$ cat src/rtl/filter_param_pkg.sv
// rtl/filter_param_pkg.sv - shared state encoding and fixed-point constants for filter_param_ctrl
package filter_param_pkg;

    typedef enum logic [1:0] {
        ST_IDLE = 2'd0,
        ST_PEND = 2'd1,
        ST_RAMP = 2'd2
    } state_t;

    // F is unsigned with 1.0 at 2^17, Q1 is unsigned with 1.0 at 2^16
    localparam int F_ONE  = 1 << 17;
    localparam int Q1_ONE = 1 << 16;

    // 0.4, Q = 4 and the 0.8 stability ceiling for F
    localparam int F_RESET_DEFAULT  = (F_ONE * 2) / 5;
    localparam int Q1_RESET_DEFAULT = Q1_ONE / 4;
    localparam int F_MAX_DEFAULT    = (F_ONE * 4) / 5;

endpackage

$ cat src/rtl/filter_tick_div.sv
// rtl/filter_tick_div.sv - loadable sample_tick down-counter producing the F step strobe
module filter_tick_div #(
    parameter int DIV_WIDTH = 8
) (
    input  logic                 clk,
    input  logic                 rst_n,
    input  logic                 tick,
    input  logic                 en,
    input  logic                 load,
    input  logic [DIV_WIDTH-1:0] load_val,
    output logic                 step
);

    logic [DIV_WIDTH-1:0] cnt;

    // Strobe on the tick that finds the counter exhausted; same tick reloads it
    assign step = tick && en && (cnt == '0);

    // Load on entry to the ramp, then count sample ticks down and wrap to the reload value
    always_ff @(posedge clk or negedge rst_n) begin
        if (!rst_n) begin
            cnt <= '0;
        end else if (load) begin
            cnt <= load_val;
        end else if (tick && en) begin
            if (cnt == '0) begin
                cnt <= load_val;
            end else begin
                cnt <= cnt - 1'b1;
            end
        end
    end

endmodule

$ cat src/rtl/filter_param_ctrl.sv
// rtl/filter_param_ctrl.sv - F/Q1 parameter sequencer for filter_svf (optional FILTER_PARAM_CTRL_EXP_EN exponential glide)
module filter_param_ctrl
    import filter_param_pkg::*;
#(
    parameter int F_WIDTH   = 18,
    parameter int Q1_WIDTH  = 18,
    parameter int DIV_WIDTH = 8,
    parameter int F_RESET   = F_RESET_DEFAULT,
    parameter int Q1_RESET  = Q1_RESET_DEFAULT,
    parameter int F_MAX     = F_MAX_DEFAULT
) (
    input  logic                 clk,
    input  logic                 rst_n,
    input  logic                 sample_tick,
    input  logic                 cfg_valid,
    output logic                 cfg_ready,
    input  logic [F_WIDTH-1:0]   cfg_f_target,
    input  logic [Q1_WIDTH-1:0]  cfg_q1,
    input  logic [F_WIDTH-1:0]   cfg_step,
    input  logic [DIV_WIDTH-1:0] cfg_div,
    output logic [F_WIDTH-1:0]   F,
    output logic [Q1_WIDTH-1:0]  Q1,
    output logic                 busy,
    output logic                 done
);

    localparam logic [F_WIDTH-1:0]  F_RST_V  = F_WIDTH'(F_RESET);
    localparam logic [Q1_WIDTH-1:0] Q1_RST_V = Q1_WIDTH'(Q1_RESET);
    localparam logic [F_WIDTH-1:0]  F_MAX_V  = F_WIDTH'(F_MAX);
    localparam logic [F_WIDTH:0]    F_MAX_W  = {1'b0, F_MAX_V};

    state_t               state, state_next;
    logic [F_WIDTH-1:0]   tgt_q;
    logic [Q1_WIDTH-1:0]  q1_q;
    logic [F_WIDTH-1:0]   step_q;
    logic [DIV_WIDTH-1:0] div_q;

    logic                 accept;
    logic                 step_strobe;
    logic [F_WIDTH-1:0]   diff;
    logic [F_WIDTH-1:0]   step_eff;
    logic                 jump;
    logic [F_WIDTH:0]     f_wide;
    logic [F_WIDTH-1:0]   f_next;
    logic                 reached;

    assign cfg_ready = rst_n && (state == ST_IDLE);
    assign accept    = cfg_valid && cfg_ready;
    assign busy      = (state != ST_IDLE);

    filter_tick_div #(
        .DIV_WIDTH (DIV_WIDTH)
    ) u_tick_div (
        .clk      (clk),
        .rst_n    (rst_n),
        .tick     (sample_tick),
        .en       (state == ST_RAMP),
        .load     ((state == ST_PEND) && sample_tick),
        .load_val (div_q),
        .step     (step_strobe)
    );

    // Next F value for one step: land on target when within one step, else move toward it and clamp
    always_comb begin
        diff     = (tgt_q >= F) ? (tgt_q - F) : (F - tgt_q);
`ifdef FILTER_PARAM_CTRL_EXP_EN
        step_eff = diff >> step_q[3:0];
        if (step_eff == '0) begin
            step_eff = F_WIDTH'(1);
        end
        jump     = (step_q[3:0] == 4'd0) || (diff <= step_eff);
`else
        step_eff = step_q;
        jump     = (step_q == '0) || (diff <= step_eff);
`endif
        if (jump) begin
            f_wide = {1'b0, tgt_q};
        end else if (tgt_q > F) begin
            f_wide = {1'b0, F} + {1'b0, step_eff};
            if (f_wide > F_MAX_W) begin
                f_wide = F_MAX_W;
            end
        end else begin
            f_wide = {1'b0, F} - {1'b0, step_eff};
            if (f_wide[F_WIDTH]) begin
                f_wide = '0;
            end
        end
        f_next  = f_wide[F_WIDTH-1:0];
        reached = (f_next == tgt_q);
    end

    // Sequencing: accept in IDLE, wait a fresh tick in PEND, glide in RAMP until target is hit
    always_comb begin
        state_next = state;
        case (state)
            ST_IDLE: if (accept) state_next = ST_PEND;
            ST_PEND: if (sample_tick) state_next = ST_RAMP;
            ST_RAMP: if (step_strobe && reached) state_next = ST_IDLE;
            default: state_next = ST_IDLE;
        endcase
    end

    // State register
    always_ff @(posedge clk or negedge rst_n) begin
        if (!rst_n) begin
            state <= ST_IDLE;
        end else begin
            state <= state_next;
        end
    end

    // Latch the accepted request; target is pre-clamped so F can never be asked to pass F_MAX
    always_ff @(posedge clk or negedge rst_n) begin
        if (!rst_n) begin
            tgt_q  <= '0;
            q1_q   <= '0;
            step_q <= '0;
            div_q  <= '0;
        end else if (accept) begin
            tgt_q  <= (cfg_f_target > F_MAX_V) ? F_MAX_V : cfg_f_target;
            q1_q   <= cfg_q1;
            step_q <= cfg_step;
            div_q  <= cfg_div;
        end
    end

    // Filter-facing registers: Q1 on the ramp-start tick, F on step strobes, done with the final step
    always_ff @(posedge clk or negedge rst_n) begin
        if (!rst_n) begin
            F    <= F_RST_V;
            Q1   <= Q1_RST_V;
            done <= 1'b0;
        end else begin
            done <= 1'b0;
            if ((state == ST_PEND) && sample_tick) begin
                Q1 <= q1_q;
            end
            if ((state == ST_RAMP) && step_strobe) begin
                F <= f_next;
                if (reached) begin
                    done <= 1'b1;
                end
            end
        end
    end

endmodule

$ cat config.mk
export PLATFORM = sky130hd
export DESIGN_NAME = filter_param_ctrl
export DESIGN_NICKNAME = d
export VERILOG_FILES = /design/src/rtl/filter_param_pkg.sv /design/src/rtl/filter_tick_div.sv /design/src/rtl/filter_param_ctrl.sv
export SDC_FILE = /design/constraint.sdc
export NUM_CORES = 1
export LEC_CHECK = 0
export CORE_MARGIN = 2
export CORE_UTILIZATION = 55
export CTS_BUF_LIST = sky130_fd_sc_hd__clkbuf_16
export DETAILED_ROUTE_END_ITERATION = 12
export MAX_ROUTING_LAYER = met4
export PLACE_DENSITY_LB_ADDON = 0.1
export SLEW_MARGIN = 10
export SYNTH_ARGS = -nofsm -noshare
export SYNTH_HDL_FRONTEND = slang
export SYNTH_HIERARCHICAL = 1
export SYNTH_SLANG_ARGS = --single-unit
$ cat constraint.sdc
create_clock -name clk -period 6.4 [get_ports clk]
set_input_delay 1.28 -clock clk [delete_from_list [all_inputs] [get_ports clk]]
set_output_delay 1.28 -clock clk [all_outputs]
set_load 0.05 [all_outputs]
==> metrics.yaml, run 1 <==
outcome: "finished clean"
required_ns: 6.68
crit_start: "F[6]"
design_area_um2: 11300
die_area_um2: 18800
grt_pass1_vias: 9076
async_reset_ff_frac: 1.00
start_kind: "flip-flop"
io_pins: 105
ys_warn_count: 6
crit_arrival_ns: 6.20
ant_nets: 0
endpoint_kind: "flip-flop"
grt_pass1_wl_um: 49800
cts_tree: "built"
grt_overflow_total: 0
antenna_found_initial: 0
grt_setup_unrepaired: "false"
ys.flop_type: "dfrtp_1"
ys_seq_elements: 109
drtIter0Drc: 957
slew_violations: 0
wl_um: 32000
h-tree-depth: 3
crit_type: "reg -> reg"
tightest_slew_ns: 1.21
clkTransAtPathRegs_ns: 0.09
routedWlPerCell_um: 20.8
final_util: 0.652
drv_cap: 0
clock_path_buffers: 2
cp_slowest_cell: "dfstp_2"
fin_skew_ns: 0.0116
synth_nets: 1391
syn_area_um2: 9730
area_growth_pct: 16.0
synth_area_leaders: "dfrtp_1, ha_1, nand2_1, a21oi_1, o21ai_0"
max-slew-margin-rel: 0.197
hold_class: "reg -> reg"
ff2ff_setup_slack_ns: 0.48
vias: 9576
crit_chain: "inv_1 > ha_1 > nand4_1 > or4_1 > a21oi_2 > nor2_4 > buf_4 > buf_4 > nand2_1 > o21ai_0 > xnor2_1 > ha_1 > nand4_1 > nor2_1 > a21boi_0 > o41ai_1 > a21oi_1 > buf_4 > nand2_1 > a31oi_1 > a2111oi_1 > o2111a_1 > nand4_1 > a21o_1"
drive_gt1_frac: 0.0744
synth_edf_count: 0
die-width_um: 137
finalHoldViolCount: 0
cp_max_fo: 18
hpwl_um: 24900
cts_root_buf: "clkbuf_16"
min_from: "Q1[14]"
dpl_cell_area_um2: 10900
fmax_mhz: 169
syn_avg_cell_area_um2: 7.91
cts_buffers: 9
core_um2: 17300
r2r_start: "F[6]"
start_util: 0.562
clkLatencyLatePin_ns: 0.38
ys_seq_area_frac: 0.282
synth_top_cell_by_area: "dfrtp_1"
grt_max_degree: 70
std_cell_rows: 48
port-buffer-count: 104
ys_types: 89
period_share: 0.926
vias_per_cell: 6.21
cpPeakStageDelay_ns: 0.62
layout.nets: 1474
diodes: 0
dr.pass1.iters: 9
gp_congestion: 1.04
drc_errors: 0
grtUsageTotal: 0.358
cts_sinks: 109
tns_ns: 0
fin_crit_ns: 5.92
synthCells: 1230
chipHeight_um: 137
cts_hold_buffers: 0
setup_viol: 0
post-synth-top-area-fraction: 0.257
==> kinds of logic after synthesis <==
kind of cell    count (synthesis)  synth area share
compound gates                385             0.270
flops                         109             0.282
xor+xnor                       41            0.0369
buf+inv                       144            0.0628
fa+ha+maj                      95             0.125
mux                            15            0.0165
simple gates                  441             0.206
==> sequential cells by signal, summed over array words and instances, names as in the netlist <==
name	cells
F	18
Q1	18
div_q	8
done	1
q1_q	18
state	2
step_eff	18
tgt_q	18
u_tick_div/cnt	8
==> metrics by stage <==
step                      std cells  hold slack, ns  setup WS (ns)
after floorplan                1230           0.439          0.768
after global placement         1527           0.445          0.347
after detailed placement       1527           0.450          0.329
after CTS                      1543           0.467          0.312
after global routing           1543           0.482         0.0477
final                          1543           0.465          0.475
==> critical path, delay by kind of cell (launching register included) <==
kind	cells	cell delay, ns
compound gates	9	2.16
simple gates	8	1.30
buf+inv	4	0.77
fa+ha+maj	2	0.71
flops	1	0.62
xor+xnor	1	0.25
==> final cells by class <==
| class | count | area, um^2 |
|---|---|---|
| Fill cell | 1572 | 6020 |
| Multi-Input combinational cell | 977 | 6410 |
| Clock inverter | 7 | 77.6 |
| Timing Repair Buffer | 128 | 1220 |
| Sequential cell | 109 | 2740 |
| Clock buffer | 9 | 225 |
| Tap cell | 225 | 282 |
| Inverter | 88 | 330 |
==> timing repair <==
item                       4_1_cts  5_1_grt
setup endpoints to repair        0        2
buffers inserted                 0        0
resized for setup                0       10
==> Yosys cell counts, types with 8 or more instances <==
library cell	instances
inv_1	85
dfstp_2	9
a21o_1	27
o21a_1	18
buf_2	14
a31oi_1	11
dfrtp_1	100
clkbuf_1	29
nor2b_1	17
a211oi_1	20
xnor2_1	31
o31ai_1	14
nor3_1	28
nand3_1	20
ha_1	91
mux2_2	8
nor4_1	8
a21oi_1	98
nand2_1	223
o211ai_1	9
a2111oi_0	8
nand4_1	18
xor2_1	10
nor2_1	79
a21boi_0	9
o21ai_0	79
and3_1	10
nand2b_1	9
==> placed cells by master, fill, tap and decap left out, drive strengths merged, types with 10 or more instances in the layout <==
cell | netlist | routed
ha | 91 | 91
nor2 | 79 | 79
nor2b | 17 | 17
inv | 86 | 89
dfrtp | 100 | 100
o21a | 19 | 19
a211oi | 22 | 22
a21o | 28 | 28
o21ai | 83 | 83
o31ai | 14 | 14
xor2 | 10 | 10
a2111oi | 11 | 11
a21oi | 99 | 99
nor3 | 30 | 30
clkdlybuf4s50 | 0 | 103
buf | 27 | 25
xnor2 | 31 | 31
nand2 | 224 | 224
a31oi | 11 | 11
nand3 | 20 | 20
and3 | 10 | 10
nand4 | 18 | 18
==> worst paths after layout <==
| path | to | depth (start not counted) |
|---|---|---|
| worst max-delay path | state[1] | 24 |
| worst min-delay path | Q1[14] | 2 |
| worst max register to register | state[1] | 24 |
| worst min register to register | Q1[14] | 2 |
| max in group asynchronous | step_eff[7] | 2 |
| min in group asynchronous | step_eff[8] | 1 |
==> metal layers <==
layer	track usage	wire, um	part of all wire	vias to the layer above
li1	-	-	-	4537
met3	0.0730	2580	0.080	96
met2	0.548	14700	0.46	451
met5	-	0	0	-
met1	0.460	13400	0.42	4492
met4	0.154	1350	0.042	0
Power of run 1 is not shown: default switching activity piles up to over one toggle a cycle in this logic, so the estimate is an artifact.
==> run 2, diff against run 1 <==
--- a/config.mk
+++ b/config.mk
@@ -6,7 +6,7 @@
 export NUM_CORES = 1
 export LEC_CHECK = 0
 export CORE_MARGIN = 2
-export CORE_UTILIZATION = 55
+export CORE_UTILIZATION = 30
 export CTS_BUF_LIST = sky130_fd_sc_hd__clkbuf_16
 export DETAILED_ROUTE_END_ITERATION = 12
 export MAX_ROUTING_LAYER = met4
==> constraint.sdc (replaced) <==
create_clock -name clk -period 5.1 [get_ports clk]
set_input_delay 1.02 -clock clk [delete_from_list [all_inputs] [get_ports clk]]
set_output_delay 1.02 -clock clk [all_outputs]
set_load 0.02 [all_outputs]
==> run 2 against run 1 <==
Effect of this change:
- the flow now finishes with violations (setup timing)
- fmax is 10% higher
- sequential share of layout area down 3.7 points
- critical path depth increased by 5
- non-clock buffer count increased by 192
- first-iteration DRC count fell by 33%
- clock skew is 0.0041 ns higher
- worst setup slack worse by 0.76 ns
- core utilization shrank 23 points
- global-route usage is 11 points lower
==> metrics.yaml, run 2 (synthesis gave the netlist of run 1 again) <==
cts_sinks: 109
hold_depth: 2
slew_violations: 0
crit_type: "reg -> reg"
cts_root_buf: "clkbuf_16"
clkLatencyLatePin_ns: 0.38
dp_cells: 1870
layout.nets: 1666
grt_overflow_total: 0
grt_pass1_vias: 9972
dpl_cell_area_um2: 12400
failed_checks: "setup timing"
cts_buffers: 9
die-width_um: 184
crit_arrival_ns: 5.65
start_kind: "flip-flop"
start_util: 0.307
holdPathEnd: "Q1[3]"
clkTransAtPathRegs_ns: 0.08
crit_family: "compound AO/OA/AOI/OAI gates"
cpPeakStageDelay_ns: 0.41
ff2ff_setup_slack_ns: -0.28
mostFrequentLayoutCells: "nand2_1, buf_4, clkdlybuf4s50_1"
cts_hold_buffers: 0
fin_crit_ns: 5.38
drv_cap: 0
setup_viol: 2
r2r_start: "tgt_q[0]"
register_area_um2: 2740
regToRegEndpoint: "state[1]"
design_area_um2: 13300
io_pins: 105
stdcell_count: 1912
die_area_um2: 33900
grt_max_degree: 61
clock_path_buffers: 2
grt-busiest-layer: "met2"
cp_num_buf_inv: 7
worst_slack_ns: -0.282
grt_pass1_wl_um: 61000
tightest_slew_ns: 1.05
max-slew-margin-rel: 0.293
hpwl_um: 32200
required_ns: 5.36
routedWlPerCell_um: 21.0
use_met1: 0.329
grt_setup_unrepaired: "true"
grt_use_met3: 0.0261
hold_class: "reg -> reg"
area_growth_pct: 36.7
drive_gt1_frac: 0.223
endpoint_kind: "flip-flop"
h-tree-depth: 3
cp_slowest_cell: "dfrtp_1"
chipHeight_um: 184
ant_nets: 0
core_um2: 31700
drc_errors: 0
period_share: 1.06
fmax_mhz: 186
dr.pass1.iters: 5
port-buffer-count: 104
antenna_found_initial: 0
fillerInstances: 3299
rr_worst_depth: 29
cp_max_fo: 8
cts_tree: "built"
grtUsageTotal: 0.248
wl_um: 40200
gr-usage-met2: 0.407
outcome: "complete, but fails checks"
min_from: "q1_q[3]"
std_cell_rows: 65
hold_slack_ns: 0.459
fin_skew_ns: 0.0157
diodes: 0
drtIter0Drc: 645
multi_input_area_um2: 6690
final_common_cell: "nand2_1"
vias_per_cell: 5.30
vias: 10100
finalHoldViolCount: 0
gp_congestion: 0.972
## run 2: worst max-delay path by stage
stage                         from  endpoint  cells past startpoint
after floorplan               F[7]  state[1]                     22
final                     tgt_q[0]  state[1]                     29
after global routing         F[11]  state[1]                     31
after detailed placement      F[2]  state[1]                     27
after global placement        F[9]  state[1]                     29
after CTS                    F[11]  state[1]                     29
## run 2: worst min-delay path, stage by stage (launching register included)
cell     delay, ns
dfrtp_1       0.34
nand2_1       0.05
nand2_1       0.05
## run 2: metrics by stage
stage / utilization / setup slack (ns) / setup TNS (ns)
2_1_floorplan: - / 0.0151 / 0
3_3_place_gp: 0.392 / -0.524 / -0.978
3_5_place_dp: 0.392 / -0.576 / -1.15
4_1_cts: 0.412 / -0.259 / -0.488
5_1_grt: 0.419 / -0.605 / -1.31
6_report: 0.419 / -0.282 / -0.504
## run 2: area by class of cell
cell class	count	share of cell area
Timing Repair Buffer	320	0.206
Tap cell	402	0.0378
Clock buffer	9	0.0169
Sequential cell	109	0.206
Multi-Input combinational cell	977	0.503
Inverter	88	0.0249
Clock inverter	7	0.00499
## run 2: layer usage
metal | routed length (um) | up-vias
met2 | 19000 | 251
met4 | 731 | 0
li1 | - | 4927
met3 | 1300 | 33
met1 | 19100 | 4915
met5 | 0 | -
## run 2: repair_timing
item	in CTS	in global routing
resized for setup	48	44
setup endpoints to repair	6	19
buffers inserted	15	10
gates cloned	1	0
pin swaps	34	37
Power of run 2 is left out for the same reason.
==> run 3, diff against run 2 <==
--- a/config.mk
+++ b/config.mk
@@ -5,12 +5,15 @@
 export SDC_FILE = /design/constraint.sdc
 export NUM_CORES = 1
 export LEC_CHECK = 0
+export CELL_PAD_IN_SITES_DETAIL_PLACEMENT = 1
+export CELL_PAD_IN_SITES_GLOBAL_PLACEMENT = 2
 export CORE_MARGIN = 2
 export CORE_UTILIZATION = 30
 export CTS_BUF_LIST = sky130_fd_sc_hd__clkbuf_16
 export DETAILED_ROUTE_END_ITERATION = 12
 export MAX_ROUTING_LAYER = met4
 export PLACE_DENSITY_LB_ADDON = 0.1
+export RECOVER_POWER = 50
 export SLEW_MARGIN = 10
 export SYNTH_ARGS = -nofsm -noshare
 export SYNTH_HDL_FRONTEND = slang
==> run 3 against run 2 <==
Effect of this change:
- the flow finishes with violations (capacitance limit, slew limit, setup timing)
- register-to-register slack got worse by 0.02 ns
- first-iteration DRC count decreased by 31%
- cell count decreased by 0.42%
- global-route usage increased by 1.3 points
- via count increased by 0.35%
- count of clock-buffer cells in the layout unchanged
- wire length increased by 4.6%
- sequential cell count unchanged
- worst setup slack got worse by 0.015 ns
- non-clock buffer count decreased by 8
- core utilization about the same
- critical endpoint unchanged
- largest cell class unchanged
==> metrics.yaml, run 3 (synthesis gave the netlist of run 1 again) <==
grt_pass1_wl_um: 64700
register_area_um2: 2740
dr.pass1.iters: 4
drc_errors: 0
required_ns: 5.39
cp_max_fo: 6
drive_gt1_frac: 0.223
clock_path_buffers: 2
grt_max_degree: 62
failed_checks: "capacitance limit, slew limit, setup timing"
hold_class: "reg -> reg"
port-buffer-count: 104
final_common_cell: "nand2_1"
cts_root_buf: "clkbuf_16"
drv_cap: 2
grt_setup_unrepaired: "true"
io_pins: 105
grtUsageTotal: 0.261
slew_violations: 84
fmax_mhz: 185
vias: 10200
ant_nets: 0
finalHoldViolCount: 0
chipHeight_um: 184
cts_sinks: 109
fin_crit_ns: 5.40
start_util: 0.307
layout.nets: 1658
area_growth_pct: 36.6
antenna_found_initial: 3
fin_skew_ns: 0.0124
wl_um: 42100
period_share: 1.06
crit_arrival_ns: 5.69
mostFrequentLayoutCells: "nand2_1, buf_4, dfrtp_1"
fillerInstances: 3791
cts_buffers: 9
drtIter0Drc: 447
gp_congestion: 0.934
die-width_um: 184
vias_per_cell: 5.34
clkTransAtPathRegs_ns: 0.09
setup_viol: 2
grt_overflow_total: 0
crit_type: "reg -> reg"
cts_tree: "built"
std_cell_rows: 65
multi_input_area_um2: 6750
die_area_um2: 33900
endpoint_kind: "flip-flop"
hpwl_um: 33700
diodes: 0
core_um2: 31700
ff2ff_setup_slack_ns: -0.30
outcome: "complete, but fails checks"
hold_slack_ns: 0.473
max-slew-margin-rel: -1.18
clkLatencyLatePin_ns: 0.39
tightest_slew_ns: 3.27
routedWlPerCell_um: 22.1
h-tree-depth: 3
grt_pass1_vias: 10600
start_kind: "flip-flop"
worst_slack_ns: -0.298
==> run 3: through the flow <==
stage | area [um^2] | worst slack, ns | cells | utilization | setup TNS [ns]
6_report | 13300 | -0.298 | 1904 | 0.419 | -0.579
4_1_cts | 13100 | -0.150 | 1895 | 0.413 | -0.298
2_1_floorplan | 9750 | 0.0151 | 1230 | - | 0
3_3_place_gp | 12400 | -0.610 | 1866 | 0.392 | -1.54
3_5_place_dp | 12400 | -0.794 | 1866 | 0.392 | -3.36
5_1_grt | 13300 | -0.521 | 1904 | 0.419 | -11.47
==> run 3: timing repair <==
| item | in CTS | in global routing |
|---|---|---|
| setup endpoints to repair | 17 | 17 |
| gates resized for setup | 65 | 26 |
| pin swaps | 36 | 29 |
| hold buffers | 0 | 0 |
| setup buffers | 13 | 10 |
==> run 3: worst paths after layout <==
| kind | from | endpoint | depth (start not counted) |
|---|---|---|---|
| worst max-delay path | tgt_q[0] | state[1] | 27 |
| worst min-delay path | q1_q[3] | Q1[3] | 2 |
| worst max register to register | tgt_q[0] | state[1] | 27 |
| worst min register to register | q1_q[3] | Q1[3] | 2 |
| max in group asynchronous | rst_n | F[1] | 3 |
| min in group asynchronous | rst_n | step_eff[8] | 2 |
==> run 3: critical path, stage by stage, from the launching register on <==
cell and delay (ns):
dfrtp_1 0.40, buf_4 0.14, ha_1 0.32, nand4_1 0.22
or4_4 0.51, a21oi_4 0.22, nor2_4 0.07, buf_12 0.14
buf_8 0.12, nand4_1 0.09, a41oi_2 0.06, a2111oi_4 0.30
xor2_1 0.12, ha_1 0.33, o21a_1 0.14, o21ai_2 0.07
a31oi_2 0.17, nor3_2 0.08, a21o_2 0.28, buf_6 0.15
a21oi_4 0.14, o2111a_1 0.21, o211a_1 0.15, nand4_1 0.09
o41ai_2 0.33, nand4_1 0.11, buf_4 0.18, a21o_1 0.14
==> run 3: area by class of cell <==
type	count	share of cell area
clock buffer	9	0.0169
clock inverter	7	0.00650
inverter	88	0.0249
multi-input combinational	977	0.508
sequential	109	0.206
tap	402	0.0379
timing repair buffer	312	0.199
==> run 3: per-layer routing <==
metal / up-vias / global-route usage / share of wire
met3: 56 / 0.0357 / 0.034
met4: 0 / 0.0950 / 0.036
li1: 4917 / - / -
met2: 194 / 0.426 / 0.47
met1: 4994 / 0.331 / 0.46
met5: - / - / 0
Power of run 3 is left out for the same reason.
